`config.mk`:
```
export PLATFORM = sky130hd
export DESIGN_NAME = fc_layer
export DESIGN_NICKNAME = d
export VERILOG_FILES = /design/src/rtl/lenet_pkg.sv /design/src/rtl/fc_mac.sv /design/src/rtl/fc_layer.sv
export SDC_FILE = /design/constraint.sdc
export NUM_CORES = 1
export LEC_CHECK = 0
export CAP_MARGIN = 15
export CORE_AREA = 2 2 158 160
export CTS_CLUSTER_SIZE = 24
export DETAILED_ROUTE_END_ITERATION = 12
export DIE_AREA = 0 0 160 162
export PLACE_DENSITY = 0.53
export SLEW_MARGIN = 25
export SYNTH_ARGS = -nofsm -noshare
export SYNTH_HDL_FRONTEND = slang
export SYNTH_HIERARCHICAL = 1
export SYNTH_SLANG_ARGS = --single-unit
export TNS_END_PERCENT = 1
```
`constraint.sdc`:
```
create_clock -name clk -period 17.1 [get_ports clk]
set_input_delay 3.42 -clock clk [delete_from_list [all_inputs] [get_ports clk]]
set_output_delay 3.42 -clock clk [all_outputs]
set_load 0.005 [all_outputs]
```
`src/rtl/lenet_pkg.sv`:
```
// Shared definitions for the LeNet layer blocks: one-hot FSM encoding for the
// fully connected layer and the saturation width constants with helpers.
package lenet_pkg;

   // Bit positions of the one-hot FC layer states
   localparam int S_IDLE      = 0;
   localparam int S_LOAD_BIAS = 1;
   localparam int S_MAC       = 2;
   localparam int S_DRAIN     = 3;
   localparam int S_STORE     = 4;
   localparam int S_FINISH    = 5;
   localparam int N_STATES    = 6;

   typedef enum logic [N_STATES-1:0] {
      IDLE      = 6'(1 << S_IDLE),
      LOAD_BIAS = 6'(1 << S_LOAD_BIAS),
      MAC       = 6'(1 << S_MAC),
      DRAIN     = 6'(1 << S_DRAIN),
      STORE     = 6'(1 << S_STORE),
      FINISH    = 6'(1 << S_FINISH)
   } fc_state_t;

   // Saturation target width (signed data) and accumulator width
   localparam int SAT_W     = 8;
   localparam int ACC_W_DEF = 24;

   // Largest and smallest value representable in a signed w-bit word
   function automatic int sat_hi(input int w);
      return (1 << (w - 1)) - 1;
   endfunction

   function automatic int sat_lo(input int w);
      return -(1 << (w - 1));
   endfunction

endpackage

```
`src/rtl/fc_mac.sv`:
```
// Multiply-accumulate-saturate datapath for one neuron: bias preload,
// signed product accumulation (wrapping) and shift-then-clamp output.
module fc_mac
   import lenet_pkg::*;
#(
   parameter int DATA_W    = SAT_W,
   parameter int ACC_W     = ACC_W_DEF,
   parameter int FRAC_BITS = 0
) (
   input  logic                     clk,
   input  logic                     rst,
   input  logic                     clr,
   input  logic                     load_bias,
   input  logic signed [DATA_W-1:0] bias,
   input  logic signed [DATA_W-1:0] a,
   input  logic signed [DATA_W-1:0] b,
   input  logic                     vld,
   output logic signed [ACC_W-1:0]  acc_out,
   output logic signed [DATA_W-1:0] sat_out
);

   localparam logic signed [ACC_W-1:0] HI = ACC_W'(sat_hi(DATA_W));
   localparam logic signed [ACC_W-1:0] LO = ACC_W'(sat_lo(DATA_W));

   logic signed [ACC_W-1:0]    acc;
   logic signed [2*DATA_W-1:0] prod;
   logic signed [ACC_W-1:0]    prod_ext;
   logic signed [ACC_W-1:0]    shifted;

   assign prod     = a * b;
   assign prod_ext = ACC_W'(prod);   // signed cast sign-extends
   assign shifted  = acc >>> FRAC_BITS;
   assign acc_out  = acc;

   // Accumulator: bias preload, then one product per valid beat
   always_ff @(posedge clk) begin
      // NOTE: sequential state uses non-blocking assignments so every register samples pre-edge values.
      if (rst || clr)
         acc <= '0;
      else if (load_bias)
         acc <= ACC_W'(bias);
      else if (vld)
         acc <= acc + prod_ext;
   end

   // Clamp the scaled accumulator into the signed output range
   always_comb begin
      // NOTE: the default assignment up front keeps this block free of inferred latches.
      sat_out = shifted[DATA_W-1:0];
      if (shifted > HI)
         sat_out = HI[DATA_W-1:0];
      else if (shifted < LO)
         sat_out = LO[DATA_W-1:0];
   end

endmodule

```
`src/rtl/fc_layer.sv`:
```
// Fully connected layer sequencer: streams inputs and weights from BRAM, one
// MAC per cycle, and writes one saturated result per neuron.
// Optional build macro FC_RELU_EN applies ReLU to each stored result.
module fc_layer
   import lenet_pkg::*;
#(
   parameter int IN_SIZE   = 800,
   parameter int OUT_SIZE  = 500,
   parameter int DATA_W    = SAT_W,
   parameter int ACC_W     = ACC_W_DEF,
   parameter int FRAC_BITS = 0,
   parameter int RD_LAT    = 2,
   parameter int IN_BASE   = 17600,
   parameter int W_BASE    = 25500,
   parameter int B_BASE    = 430570,
   parameter int OUT_BASE  = 18400
) (
   input  logic              clk,
   input  logic              rst,
   input  logic              start,
   output logic              bw_bram_ena,
   output logic [18:0]       bw_bram_addra,
   input  logic [DATA_W-1:0] bw_bram_douta,
   output logic              res_bram_ena,
   output logic              res_bram_wea,
   output logic [14:0]       res_bram_addra,
   output logic [DATA_W-1:0] res_bram_dina,
   input  logic [DATA_W-1:0] res_bram_douta,
   output logic              busy,
   output logic              done
);

`ifdef FC_RELU_EN
   localparam bit RELU_EN = 1'b1;
`else
   localparam bit RELU_EN = 1'b0;
`endif

   localparam int CNT_MAX = (IN_SIZE > RD_LAT + 1) ? IN_SIZE : RD_LAT + 1;
   localparam int CNT_W   = $clog2(CNT_MAX + 1);
   localparam int ROW_W   = $clog2(OUT_SIZE + 1);

   fc_state_t                state, next_state;
   logic [CNT_W-1:0]         cnt;
   logic [ROW_W-1:0]         row;
   logic [18:0]              w_ptr;
   logic [RD_LAT-1:0]        vld_pipe;
   logic                     issue, load_bias, clr;
   logic signed [ACC_W-1:0]  acc_val;
   logic signed [DATA_W-1:0] sat_val, store_val;

   // ReLU zeroes the result exactly when the accumulator is negative
   assign store_val = (RELU_EN && (acc_val < ACC_W'(0))) ? '0 : sat_val;
   assign clr       = (state == IDLE);

   // State register, phase/row counters, weight pointer and read-valid pipe
   always_ff @(posedge clk) begin
      if (rst) begin
         state    <= IDLE;
         cnt      <= '0;
         row      <= '0;
         w_ptr    <= '0;
         vld_pipe <= '0;
      end else begin
         state <= next_state;
         if (next_state != state || state == IDLE)
            cnt <= '0;
         else
            cnt <= cnt + CNT_W'(1);
         if (state == IDLE && start) begin
            row   <= '0;
            w_ptr <= 19'(W_BASE);
         end
         if (issue)
            w_ptr <= w_ptr + 19'd1;
         if (state == STORE)
            row <= row + ROW_W'(1);
         vld_pipe[0] <= issue;
         for (int i = 1; i < RD_LAT; i++)
            vld_pipe[i] <= vld_pipe[i-1];
      end
   end

   // Next-state decode and Moore outputs; everything is forced low during reset
   always_comb begin
      next_state     = state;
      bw_bram_ena    = 1'b0;
      bw_bram_addra  = '0;
      res_bram_ena   = 1'b0;
      res_bram_wea   = 1'b0;
      res_bram_addra = '0;
      res_bram_dina  = '0;
      busy           = 1'b0;
      done           = 1'b0;
      issue          = 1'b0;
      load_bias      = 1'b0;
      case (state)
         IDLE: begin
            if (start)
               next_state = LOAD_BIAS;
         end
         LOAD_BIAS: begin
            busy = 1'b1;
            if (cnt == '0) begin
               bw_bram_ena   = 1'b1;
               bw_bram_addra = 19'(B_BASE + int'(row));
            end
            if (cnt == CNT_W'(RD_LAT)) begin
               load_bias  = 1'b1;
               next_state = MAC;
            end
         end
         MAC: begin
            busy           = 1'b1;
            issue          = 1'b1;
            bw_bram_ena    = 1'b1;
            bw_bram_addra  = w_ptr;
            res_bram_ena   = 1'b1;
            res_bram_addra = 15'(IN_BASE + int'(cnt));
            if (cnt == CNT_W'(IN_SIZE - 1))
               next_state = DRAIN;
         end
         DRAIN: begin
            busy = 1'b1;
            if (cnt == CNT_W'(RD_LAT))
               next_state = STORE;
         end
         STORE: begin
            busy           = 1'b1;
            res_bram_ena   = 1'b1;
            res_bram_wea   = 1'b1;
            res_bram_addra = 15'(OUT_BASE + int'(row));
            res_bram_dina  = store_val;
            next_state     = (row == ROW_W'(OUT_SIZE - 1)) ? FINISH : LOAD_BIAS;
         end
         FINISH: begin
            done       = 1'b1;
            next_state = IDLE;
         end
         default: next_state = IDLE;
      endcase
      if (rst) begin
         bw_bram_ena    = 1'b0;
         bw_bram_addra  = '0;
         res_bram_ena   = 1'b0;
         res_bram_wea   = 1'b0;
         res_bram_addra = '0;
         res_bram_dina  = '0;
         busy           = 1'b0;
         done           = 1'b0;
         issue          = 1'b0;
         load_bias      = 1'b0;
      end
   end

   fc_mac #(
      .DATA_W   (DATA_W),
      .ACC_W    (ACC_W),
      .FRAC_BITS(FRAC_BITS)
   ) u_mac (
      .clk      (clk),
      .rst      (rst),
      .clr      (clr),
      .load_bias(load_bias),
      .bias     (bw_bram_douta),
      .a        (res_bram_douta),
      .b        (bw_bram_douta),
      .vld      (vld_pipe[RD_LAT-1]),
      .acc_out  (acc_val),
      .sat_out  (sat_val)
   );

endmodule
```
# == Word-level counts from Yosys, hierarchy flattened ==
# Cells that the tools add are included.
# classes
bitwise,0
add_sub_neg,7
n_mul,1
shifts,0
order_cmp,2
n_div,0
muxes,37
eq_ne,10
n_reduce_logical,10
# op_table
cell,n
$mux 19,4
$mux 24,2
$pmux 19 s2,1
$mux 8,4
$mux 6,5
$pmux 15 s2,1
$pmux 6 s5,1
$add 24x16->24,1
$gt 24x8->1 const B,1
$lt 24x8->1 const B,1
$add 19x1->19 const B,1
$add 19x9->19 const A,1
$mux 9,2
$mul 8x8->16,1
$add 15x10->15 const A,1
$add 15x9->15 const A,1
$mux 1,15
$mux 15,1
$add 10x1->10 const B,1
$eq 10x10->1 const B,1
$eq 10x2->1 const B,1
$logic_not 10->1,1
$add 9x1->9 const B,1
$eq 9x9->1 const B,1
other kinds (13),17
# totals
latch_bits,0
ramBits,0
rom_bits,0
register_bits,70
input_bits,19
memories,0

# == Logic depth before layout (Yosys ltp) ==
# logic_depth
depth_word,6
ltp_mapped,19
mapped_depth_nobuf,18

# == By module ==
# Netlist, hierarchy kept.
# modules_own_cells
mod,area_each_um2,seq_area_each_um2,cells_per_inst,n_inst
fc_mac,5176.2,480.5,549,1
fc_layer,3139.3,920.9,401,1

# == Worst setup path before layout ==
# No wires, ideal clock.
# synth_path
path_kind,input to register
start,in bw_bram_douta[1]
end,reg u_mac.acc[17] (netlist: u_mac/acc_out[17])
slack_ns,8.715
t_required_ns,16.964
arrival_ns,8.249
cell_stages,15
setup_time_ns,0.136
path_cell_list,clkbuf_1 > and2_1 > fa_1 > fa_1 > fa_1 > fa_1 > ha_1 > ha_1 > a21o_1 > a221o_1 > a21oi_2 > nand2_1 > a31oi_1 > xor2_1 > a21oi_1
# synth_between
elab_chain_len,4
# synth_lines
element,line_no,text
from (decl),fc_layer.sv:23,"input logic [DATA_W-1:0] bw_bram_douta,"
$mul 8x8->16,fc_mac.sv:30,assign prod = a * b;
$add 24x16->24,fc_mac.sv:43,acc <= acc + prod_ext;
$mux 24,fc_mac.sv:42,else if (vld)
$mux 24,fc_mac.sv:40,else if (load_bias)
to (signal assigned),fc_mac.sv:41,acc <= ACC_W'(bias);
to (signal assigned),fc_mac.sv:43,
to (decl),fc_mac.sv:25,logic signed [ACC_W-1:0] acc;
# Every way passes these cells. The select of a mux whose other input is x is not followed.
# A chain may end at the register's enable or synchronous reset.

# == Worst setup path after layout ==
# layout_path
start,in rst
end,out bw_bram_addra[7]
# layout_between
elab_chain_len,1
# layout_lines
element,line_no,text
from (decl),fc_layer.sv:19,"input logic rst,"
$mux 19,fc_layer.sv:142,if (rst) begin
to (decl),fc_layer.sv:22,"output logic [18:0] bw_bram_addra,"
# Every way passes these cells.

==> results.md <==
Status:
- The run finished with clean final reports.

Logic synthesis:
- In this run, synthesis inferred 0 flip-flops with an integrated enable.
- The count of yosys warnings during synthesis is 6.
- Synthesis inferred 70 register bits.
- For this run, the leading register cell type out of synthesis is dfxtp_1.
- Of all flip-flops after synthesis, the portion carrying an async set or reset was 0%.
- After synthesis, the share of cell area in mux cells is between 1.5 and 2%.
- The number of instances in the synthesized netlist is 950.
- The synthesized netlist devotes 13.6% of its cell area to compound gates.
- The simple-gate portion of the synthesized area is about 21%.
- Of the total synthesized cell area, the portion taken by XOR and XNOR cells is 4.63%.
- Sequential elements use around 17% of the synthesized area.
- A synthesized cell averages about 8.8 um2.
- The adder-cell share of the synthesized area is 35.0%.
- After synthesis the cells add up to 0.00832 mm2.
- The number of different library cells used by synthesis comes to between 70 and 80.
- The largest family of logic cells by synthesized area is adder cells.

Global routing:
- The global-route wire length before repair is about 36 mm.
- In the global route stage, overall resource usage came out at approximately 17%.
- The pin count of the biggest net entering global routing is 44.
- The aggregate global routing overflow is 0.
- The number of antenna violations at the first check in global routing came to 0.
- The number of global-route vias before repair is approximately 6.8k.

Pwr:
- The maximum ir drop on the vdd rail is 57.2 uV.
- The analysis attributes to cell leakage a power of roughly 4 nW.
- Total power for the finished layout comes to around 1.0 mW.
- Power spread over the standard cell area amounts to 108 mW/mm2.

Worst setup path:
- The critical path capture point type is an output pin.
- The data arrival time of the critical path is approximately 6600 ps.
- The element type at the critical path start is a primary input.
- Of all nets on the critical path, the largest fanout is 43.
- The setup path with the least slack is of type primary input to output pin.
- In this run the register-to-register setup slack is about 12000 ps.
- The critical path goes through clkdlybuf4s50_1 > buf_4 > nor3b_1 > nand2_1 > inv_1 > nor2_1 > nor2_1 > clkdlybuf4s50_1.
- The slowest cell on the critical path is nor2_1.
- The largest incremental delay on the critical path is around 630 ps.
- For the worst setup path, the data required time is 13680 ps.
- The path depth of the worst reg2reg path is 18.

CTS:
- The clock sink count is 70.
- The deepest clock path buffer count is 2.
- The count of instances resized after the clock tree is built is 0.
- The buffers inserted during post-CTS setup optimization is 0.
- The total number of H-tree levels is 3.
- The tree is rooted in a clkbuf_16.
- Hold repair after CTS inserted 0 buffers.
- The clock insertion delay at the later pin of the skew report is approximately 340 ps.
- After clock tree synthesis, the clock-pin slew on the worst setup and hold paths is 60 ps.
- The clock buffer count from CTS is 9.
- The TritonCTS clock tree is done.

Timing:
- The max-slew headroom at the worst pin is a little over a third.
- Setup violations remaining at the end of the flow were counted as 0.
- Of the available clock period, the critical path in the final layout requires between 50% and 60%.
- Timing would allow up to approximately 0.10 GHz.
- Setup repair after global routing left no endpoint under its margin.
- The final number of max-transition violations is 0.
- The clock skew after layout is slightly below 6 ps.
- The number of hold violations in the final report is 0.
- The worst hold slack is between 400 and 500 ps.
- Setup slack closes at roughly 7100 ps.
- The clock period could shrink to 10000 ps.
- For the pin with the worst max-slew slack, the measured transition is about 960 ps.
- After routing, the total negative slack on setup checks comes to 0 ps.

Finish:
- The filler cell count is about 2.5k.
- The final standard cell count with taps included and fillers excluded is approximately 1.3k.
- The cell area after layout is 0.00950 mm2.
- The area growth from synthesis to layout is 14.2%.
- The count of inserted antenna diode cells is 0.
- The fraction of the core area covered by cells at the end of the flow is 39.4%.
- Cells with a size suffix above 1 make up roughly 5% of the layout.
- The final layout net count is about 1.2k.

Drt:
- Summing over every cut layer, the via total after detailed routing is ~6.7k.
- The per-cell routed wire length is 15.8 um.
- The post-detailed-route via-to-cell ratio is 5.07.
- The number of iterations in the first detailed-routing pass is 7.
- The detailed router's first-iteration violation count is between 200 and 300.
- In the routed design, unresolved DRC markers number 0.
- Wires add up to between 20 and 25 mm.
- The residual antenna-violating net count after detailed routing is 0.

Place:
- The final weighted congestion of routability-driven global placement is ~0.85.
- Summed over all nets, the half-perimeter wirelength after detailed placement is 16.6 mm.
- The placed instances occupy a cell area of ~0.009 mm2.
- Counting tap cells, the placed design contains a total of between 1k and 1.5k instances.
- The count of port buffers added during placement is 63.
- The worst setup timing slack at the placement stage is about 7100 ps.

Floorplan:
- The I/O pin total is 66.
- After floorplanning, the core was divided into 57 placement rows.
- The die is about 160 um tall.
- The die covers around 0.026 mm2.
- From left edge to right edge, the die measures roughly 160 um.
- The core area is between 0.02 and 0.025 mm2.
- The initial standard-cell utilization of the core is 34.5%.

Job:
- Across the run, the number of max-cap violations was 0.

Hold path:
- Counting instances, the worst hold path has a depth of 1.
- The path class of the lowest-slack min-delay path is flop to flop.
## routing by layer
layer	share of wire [%]	global-route usage, %	wire length, um
met5	0	0	0
met4	1.3	4.34	275
met3	2.8	2.58	593
met2	48	28.3	10000
met1	48	22.9	9950
## registers in the layout (all words and copies together) (netlist names)
name	cells
cnt	10
row	9
state	6
u_mac/acc_out	24
vld_pipe	2
w_ptr	19
## final timing paths
| kind | startpoint | end |
|---|---|---|
| hold reg to reg | vld_pipe[0] | vld_pipe[1] |
| hold / removal | vld_pipe[0] | vld_pipe[1] |
| setup reg to reg | u_mac/acc_out[4] | u_mac/acc_out[20] |
| setup / recovery | rst | bw_bram_addra[7] |
## worst max-delay path, delay by kind of cell
family	cells	cell delay, ps
and+or+nand+nor	4	1360
buffers and inverters	4	1750
## cell families (layout without fill, tap and decap cells)
family | after synthesis | in the layout
simple gates | 327 | 327
buf+inv | 154 | 198
mux | 13 | 13
xor+xnor | 44 | 44
compound gates | 171 | 171
other cells | 1 | 2
flops | 70 | 70
fa+ha+maj | 170 | 170
## synthesized netlist by cell type, types with 11 or more instances
| cell | instances | area share, % |
|---|---|---|
| nor3_1 | 29 | 1.7 |
| and2_1 | 37 | 2.8 |
| a21o_1 | 11 | 0.99 |
| dfxtp_1 | 70 | 17 |
| xnor2_1 | 27 | 2.8 |
| nand2_1 | 67 | 3.0 |
| buf_2 | 12 | 0.72 |
| inv_1 | 113 | 5.1 |
| fa_1 | 104 | 25 |
| nor2_1 | 79 | 3.6 |
| and3_1 | 23 | 1.7 |
| o21a_1 | 12 | 1.1 |
| a211oi_1 | 13 | 1.2 |
| o21ai_0 | 25 | 1.5 |
| a21oi_1 | 52 | 3.1 |
| a22oi_1 | 12 | 1.1 |
| nand4_1 | 21 | 1.6 |
| clkbuf_1 | 19 | 0.86 |
| xor2_1 | 17 | 1.8 |
| nand3_1 | 14 | 0.84 |
| ha_1 | 66 | 9.9 |
## cell usage in the layout, fill, tap and decap left out, types with 7 or more instances in the layout
cell | synthesis | final
fa_1 | 104 | 104
inv_1 | 113 | 113
a211oi_1 | 13 | 13
xnor2_1 | 27 | 27
or3_1 | 7 | 7
xor2_1 | 17 | 17
nand4_1 | 21 | 21
nand3_1 | 14 | 14
a21oi_1 | 52 | 52
nor2_1 | 79 | 79
a21o_1 | 11 | 11
ha_1 | 66 | 66
nor3_1 | 29 | 29
mux2i_1 | 7 | 7
clkbuf_16 | 0 | 9
clkdlybuf4s50_1 | 0 | 63
o21a_1 | 12 | 12
and2_1 | 37 | 36
and3_1 | 23 | 23
a22oi_1 | 12 | 12
dfxtp_1 | 70 | 70
o21ai_0 | 25 | 25
nand2_1 | 67 | 67
nor4_1 | 10 | 10
## report_power, final
part	internal [mW]	switching (mW)	leakage, nW
clock	0.110	0.0730	0.142
sequential	0.165	0.00397	0.566
combinational	0.289	0.383	3.37
## area by class of cell
type                            count  area [um2]  area share, %
Clock buffer                       13         270           2.85
Clock inverter                      3        17.5          0.184
Inverter                          114         428           4.51
Multi-Input combinational cell    727        6310           66.4
Sequential cell                    70        1400           14.8
Tap cell                          324         405           4.27
Timing Repair Buffer               68         668           7.03
(Power assumes the default switching activity.)
